===== src/rtl/instr_fetch.sv =====
// rtl/instr_fetch.sv - single-outstanding instruction fetch unit with next-pc redirect logic
module instr_fetch #(
    parameter logic [31:0] RESET_PC = 32'h0000_0000
) (
    input  logic        clk,
    input  logic        rst_n,
    output logic        imem_req_valid,
    output logic [31:0] imem_addr,
    input  logic        imem_req_ready,
    input  logic        imem_rsp_valid,
    input  logic [31:0] imem_rsp_data,
    output logic        instr_valid,
    output logic [31:0] instr,
    output logic [5:0]  opcode,
    output logic [31:0] pc_out,
    input  logic        instr_ready,
    input  logic        branch,
    input  logic        zero,
    input  logic        jump,
    input  logic        jal,
    input  logic        jr,
    input  logic [31:0] branch_offset,
    input  logic [31:0] jr_target,
    output logic        ra_wr_en,
    output logic [31:0] ra_wr_data,
    output logic        misalign_err
);

    typedef enum logic [1:0] {
        IDLE = 2'd0,
        REQ  = 2'd1,
        WAIT = 2'd2,
        HOLD = 2'd3
    } state_t;

    state_t      state;
    state_t      state_nxt;
    logic [31:0] pc;
    logic [31:0] pc_plus4;
    logic [31:0] next_pc;
    logic        retire;

    assign pc_plus4 = pc + 32'd4;
    assign retire   = (state == HOLD) && instr_ready;

    // jr wins over jump/jal, which win over a taken branch
    always_comb begin
        next_pc = pc_plus4;
        if (jr) begin
            next_pc = {jr_target[31:2], 2'b00};
        end else if (jump || jal) begin
            next_pc = {pc_plus4[31:28], instr[25:0], 2'b00};
        end else if (branch && zero) begin
            next_pc = pc_plus4 + (branch_offset << 2);
        end
    end

    always_comb begin
        state_nxt      = state;
        imem_req_valid = 1'b0;
        instr_valid    = 1'b0;
        case (state)
            IDLE: state_nxt = REQ;
            REQ: begin
                imem_req_valid = 1'b1;
                if (imem_req_ready) begin
                    state_nxt = WAIT;
                end
            end
            WAIT: begin
                if (imem_rsp_valid) begin
                    state_nxt = HOLD;
                end
            end
            HOLD: begin
                instr_valid = 1'b1;
                if (instr_ready) begin
                    state_nxt = REQ;
                end
            end
            default: state_nxt = IDLE;
        endcase
    end

    always_ff @(posedge clk or negedge rst_n) begin
        if (!rst_n) begin
            state        <= IDLE;
            pc           <= RESET_PC;
            instr        <= 32'd0;
            misalign_err <= 1'b0;
        end else begin
            state <= state_nxt;
            if ((state == WAIT) && imem_rsp_valid) begin
                instr <= imem_rsp_data;
            end
            if (retire) begin
                pc <= next_pc;
                if (jr && (jr_target[1:0] != 2'b00)) begin
                    misalign_err <= 1'b1;
                end
            end
        end
    end

    assign imem_addr  = pc;
    assign pc_out     = pc;
    assign opcode     = instr[31:26];
    assign ra_wr_en   = retire && jal;
    // link value is only driven during the strobe so it reads zero in reset
    assign ra_wr_data = ra_wr_en ? pc_plus4 : 32'd0;

endmodule


===== config.mk =====
export PLATFORM = sky130hd
export DESIGN_NAME = instr_fetch
export DESIGN_NICKNAME = d
export VERILOG_FILES = /design/src/rtl/instr_fetch.sv
export SDC_FILE = /design/constraint.sdc
export NUM_CORES = 1
export LEC_CHECK = 0
export ABC_AREA = 1
export BUFFER_PORTS_ARGS = -buffer_cell sky130_fd_sc_hd__buf_4
export CAP_MARGIN = 20
export CORE_ASPECT_RATIO = 0.6
export CORE_UTILIZATION = 56
export DETAILED_ROUTE_END_ITERATION = 6
export PLACE_DENSITY_LB_ADDON = 0.1
export SLEW_MARGIN = 20
export SYNTH_ARGS = -nofsm -noshare
export SYNTH_HDL_FRONTEND = slang
export SYNTH_SLANG_ARGS = --single-unit

===== constraint.sdc =====
create_clock -name clk -period 4.2 [get_ports clk]
set_input_delay 0 -clock clk [delete_from_list [all_inputs] [get_ports clk]]
set_output_delay 0 -clock clk [all_outputs]
set_load 0.03 [all_outputs]

Yosys cells after proc, flatten, opt, wreduce, memory -nomap -nowiden
Cells that the tools add are included.
{"block": "classes", "addsub": 2, "n_eq_ne": 6, "mux": 10, "reduce_logical": 10}
{"cell": "$mux W32", "count": 4}
{"cell": "$add A32 B3 Y32 const B", "count": 1}
{"cell": "$add A32 B32 Y32", "count": 1}
{"cell": "$pmux W2 S4", "count": 1}
{"cell": "$mux W2", "count": 3}
{"cell": "$ne A2 B2 Y1 const B", "count": 3}
{"cell": "$logic_and A1 B1 Y1", "count": 5}
{"cell": "$eq A2 B2 Y1 const B", "count": 2}
{"cell": "$reduce_and A3 Y1", "count": 1}
{"cell": "$eq A2 B1 Y1 const B", "count": 1}
{"cell": "$logic_not A2 Y1", "count": 1}
{"cell": "$mux W1", "count": 2}
{"cell": "$reduce_and A2 Y1", "count": 1}
{"cell": "$reduce_bool A2 Y1", "count": 1}
{"cell": "$logic_or A1 B1 Y1", "count": 1}
{"block": "totals", "regBits": 67, "input_bits": 106, "elab_cells": 32}

Depth between registers and ports, before layout
{"block": "depth", "ltp_word": 5, "ltp_mapped": 23}

Worst setup path after synthesis
No wires, ideal clock.
{"block": "synth_path", "kind": "register to register", "from": "register pc[2], in the netlist imem_addr[2]", "to": "register pc[23], in the netlist imem_addr[23]", "t_arrival_ns": 2.784, "required_ns": 4.083, "setup_slack_ns": 1.299, "path_stages_with_launch": 20, "synth_period_minus_slack_ns": 2.901, "cell_sequence": "dfrtp_1 ha_1 nand3_1 inv_1 nand2_1 nor2_1 xnor2_1 inv_1 ha_1 nand2_1 nor2_1 nand2_1 nor2_1 nand2_1 nand4_1 nand3_1 nand2_1 nand2_1 nand2_1 nand2_1"}
{"block": "synth_via", "elab_chain_cells": 5}
{"item": "start: declaration", "line_no": "38", "text": "logic [31:0] pc;"}
{"item": "start signal: assignment", "line_no": "97", "text": "pc <= next_pc;"}
{"item": "$add A32 B3 Y32 (*)", "line_no": "43", "text": "assign pc_plus4 = pc + 32'd4;"}
{"item": "$add A32 B32 Y32", "line_no": "54", "text": "next_pc = pc_plus4 + (branch_offset << 2);"}
{"item": "$mux W32 (*)", "line_no": "53", "text": "end else if (branch && zero) begin"}
{"item": "$mux W32 (*)", "line_no": "51", "text": "end else if (jump || jal) begin"}
{"item": "$mux W32 (*)", "line_no": "49", "text": "if (jr) begin"}
Every way passes the cells marked *; elsewhere a longest branch is shown, timed or not.
A chain may end at the register's enable or synchronous reset.

Worst setup path in the final report
{"block": "layout_path", "from": "register pc[3], in the netlist imem_addr[3]", "to": "register pc[23], in the netlist imem_addr[23]"}
The elaborated chain is that of the path after synthesis.

==> reports/results.txt <==
Normalized max-slew margin: 31.2%
Antenna cells: 0
NetSw: 3.95 mW
CTS tree: yes
CTS sink count: 65
Vias: 8602
Synth top area share: 23.4%
IO Pins: 244
Int Pwr: 3.17 mW
Hold crit path type: in2reg
Critical path origin: imem_addr[3]
Routed WL per cell: 18.1 um
Tightest Pin Transition: 1.03 ns
Register share of total power: 19.8%
Routed WL: 27500 um
CP Cell Sequence: ha_1 -> nand3_1 -> inv_1 -> nand2_1 -> nor2_1 -> nand3b_1 -> xor2_1 -> inv_1 -> ha_1 -> nand2_1 -> nor2_1 -> nand2_1 -> nor2_1 -> nand2_1 -> nand3_1 -> nand2_1 -> nand3_1 -> nand2_1 -> nand2_1 -> nand2_1 -> nand2_1
Initial core utilization: 57.6%
Chip width: 146 um
Initial antenna violation count: 0
DIE HEIGHT: 88.3 um
Setup-failing EPs final: 0
Hold Vio Cnt, Final: 0
Hold Buf Count CTS: 59
Status: finished, final reports clean
Comb pwr share: 68.3%
Clock Skew: 0.00930 ns
Insertion delay to the later sink of the worst-skew pair: 0.34 ns
CP Data Arrival Time: 3.95 ns
Layout cells sized above 1: 23.0%
Root Driver: clkbuf_16
Final Cycle Share: 87.6%
Crit path max-delay cell type: dfrtp_1
Sequential area share after synthesis: 23.4%
PwrDens: 749 mW/mm^2
Most frequent cells in the layout: nand2_1 (346), buf_4 (240), inv_1 (170)
Post-synth EDFFs: 0
CTS Buffer Depth: 2
Fmax achieved: 272 MHz
CTS resizes: 0
Sequential cell area: 0.00163 mm^2
H-tree depth: 3
Crit. End Element: register
Post-layout worst setup margin: 0.522 ns
CP Launch Type: register
Area contributors post-synth: dfrtp_1 (23%), nand2_1 (19%), inv_1 (9.2%)
Most used cell, CP: nand2_1
Top FF cell, synth: dfrtp_1
Fin Setup TNS: 0 ns
Worst Path Buf+Inv: 2
Die area: 0.0129 mm^2
Number of synthesized register bits: 65
Mapped Area: 0.00695 mm^2
DP HPWL: 19300 um
CP max FO: 6
DRC viols: 0
Avg Cell Area, Syn: 6.31 um^2
Global route overflow: 0
Slew Viols, Final: 0
Yosys cell types: 45
GP Congestion: 0.952
CP max stage delay: 0.49 ns
Ys Warns: 0
Setup bufs post-CTS: 0
Hold Startpoint: jr_target[31]
Number of DRC markers in iteration 0: 887
Clock network power share: 12.0%
Tmin final: 3.68 ns
Cells after Synth: 1100
Pleak: 5.30 nW
RSZ-0062 raised after global routing: false
Cell taking the most area after synthesis: dfrtp_1
Kind of cell adding the most delay to the critical path: simple AND/OR/NAND/NOR gates
Switch share: 55.5%
Input/output buffers: 235
Crit Path Class: reg2reg
Clock Pin Slew Worst Setup and Hold Paths: 0.06 ns
Area of the multi-input gates: 0.00429 mm^2
CP Data Required Time: 4.47 ns
Largest net degree at the start of global routing: 66
P&R area growth vs syn: 36.7%
First-pass GRT wire length: 41100 um
Max Cap Viol: 0
Vias/cell: 5.65
Most common cell after layout, fill and taps aside: nand2_1
Place WS: 0.804 ns
DR pass1 iterations: 6
Fin nets: 1500
Worst VDD drop: 0.617 mV
CTS Buf Count: 9
Rows: 31
Asr flop ratio synth: 100%
GRT Total Usage: 41.9%
Vias in the first global route: 7720
Reg2Reg Launch Point: imem_addr[3]
FF-to-FF setup slack: 0.52 ns
Core area: 0.0121 mm^2
Fill cell total of the finished layout: 884
DRT antenna net count: 0
==> sequential cells by signal (all words and copies together) (netlist names) <==
name	cells
imem_addr	30
instr	32
misalign_err	1
state	2
==> layer usage <==
metal	share of wire, %	GRT usage [%]
met5	0	0
met2	45	68.0
met3	13	10.8
met1	38	54.1
met4	3.9	17.5
==> power by group through the flow <==
stage / Clock [mW] / Sequential, mW / Combinational [mW]
after floorplan: 0 / 1.83 / 2.76
after global placement: 0 / 1.36 / 4.52
after detailed placement: 0 / 1.37 / 4.60
after CTS: 0.825 / 1.36 / 4.68
after global routing: 0.865 / 1.43 / 5.20
final: 0.851 / 1.41 / 4.86
==> through the flow <==
step / utilization [%] / hold WS, ns / instance area (um^2) / std cells / power [mW]
final: 78.7 / 0.00603 / 9500 / 1522 / 7.11
after global routing: 78.7 / 0.0432 / 9500 / 1522 / 7.50
after CTS: 78.7 / 0.00370 / 9500 / 1522 / 6.87
after detailed placement: 71.1 / 0.139 / 8580 / 1447 / 5.97
after global placement: 71.1 / 0.135 / 8580 / 1447 / 5.87
after floorplan: - / -0.296 / 6960 / 1105 / 4.58
==> cell type report <==
class | count | area share [%]
multi-input combinational | 803 | 45.2
timing repair buffer | 299 | 25.2
sequential | 65 | 17.1
inverter | 174 | 6.88
clock buffer | 10 | 2.52
tap | 165 | 2.17
clock inverter | 6 | 0.949
==> cell usage after synthesis (3+ instances only) <==
cell type,number
a21oi_1,50
a22oi_1,16
and2_1,4
buf_4,42
clkbuf_1,19
dfrtp_1,65
ha_1,41
inv_1,170
inv_2,3
mux2_2,27
nand2_1,346
nand2_2,5
nand2_4,3
nand3_1,63
nand3b_1,7
nand4_1,12
nor2_1,121
nor2_2,3
nor2_4,5
nor3_1,7
o211ai_1,7
o21ai_0,19
o21ai_1,5
o21bai_1,9
o221ai_1,5
xnor2_1,4
xor2_1,18
==> kinds of logic after synthesis <==
| logic type | after synthesis | share of synthesized area, % |
|---|---|---|
| DFF | 65 | 23.4 |
| AOI/OAI and AO/OA | 116 | 9.98 |
| adders and majority gates | 42 | 7.67 |
| other | 1 | 0.0540 |
| buffers and inverters | 237 | 15.1 |
| and+or+nand+nor | 588 | 36.1 |
| muxes | 27 | 4.38 |
| xor gates and xnor gates | 24 | 3.24 |
==> path summary, 6_finish.rpt <==
path	end	depth (start not counted)
max	imem_addr[23]	21
min	imem_addr[31]	5
min in group asynchronous	state[0]	2
min reg2reg	misalign_err	1
max reg2reg	imem_addr[23]	21
max in group asynchronous	imem_addr[14]	2
==> worst reg2reg max path, delay by kind of cell, from the launching register on <==
kind	cells	cell delay, ns
flops	1	0.49
fa+ha+maj	2	0.61
xor+xnor	1	0.26
buf+inv	2	0.21
simple gates	16	2.02
Note: power is estimated with default switching activity, not from simulation.
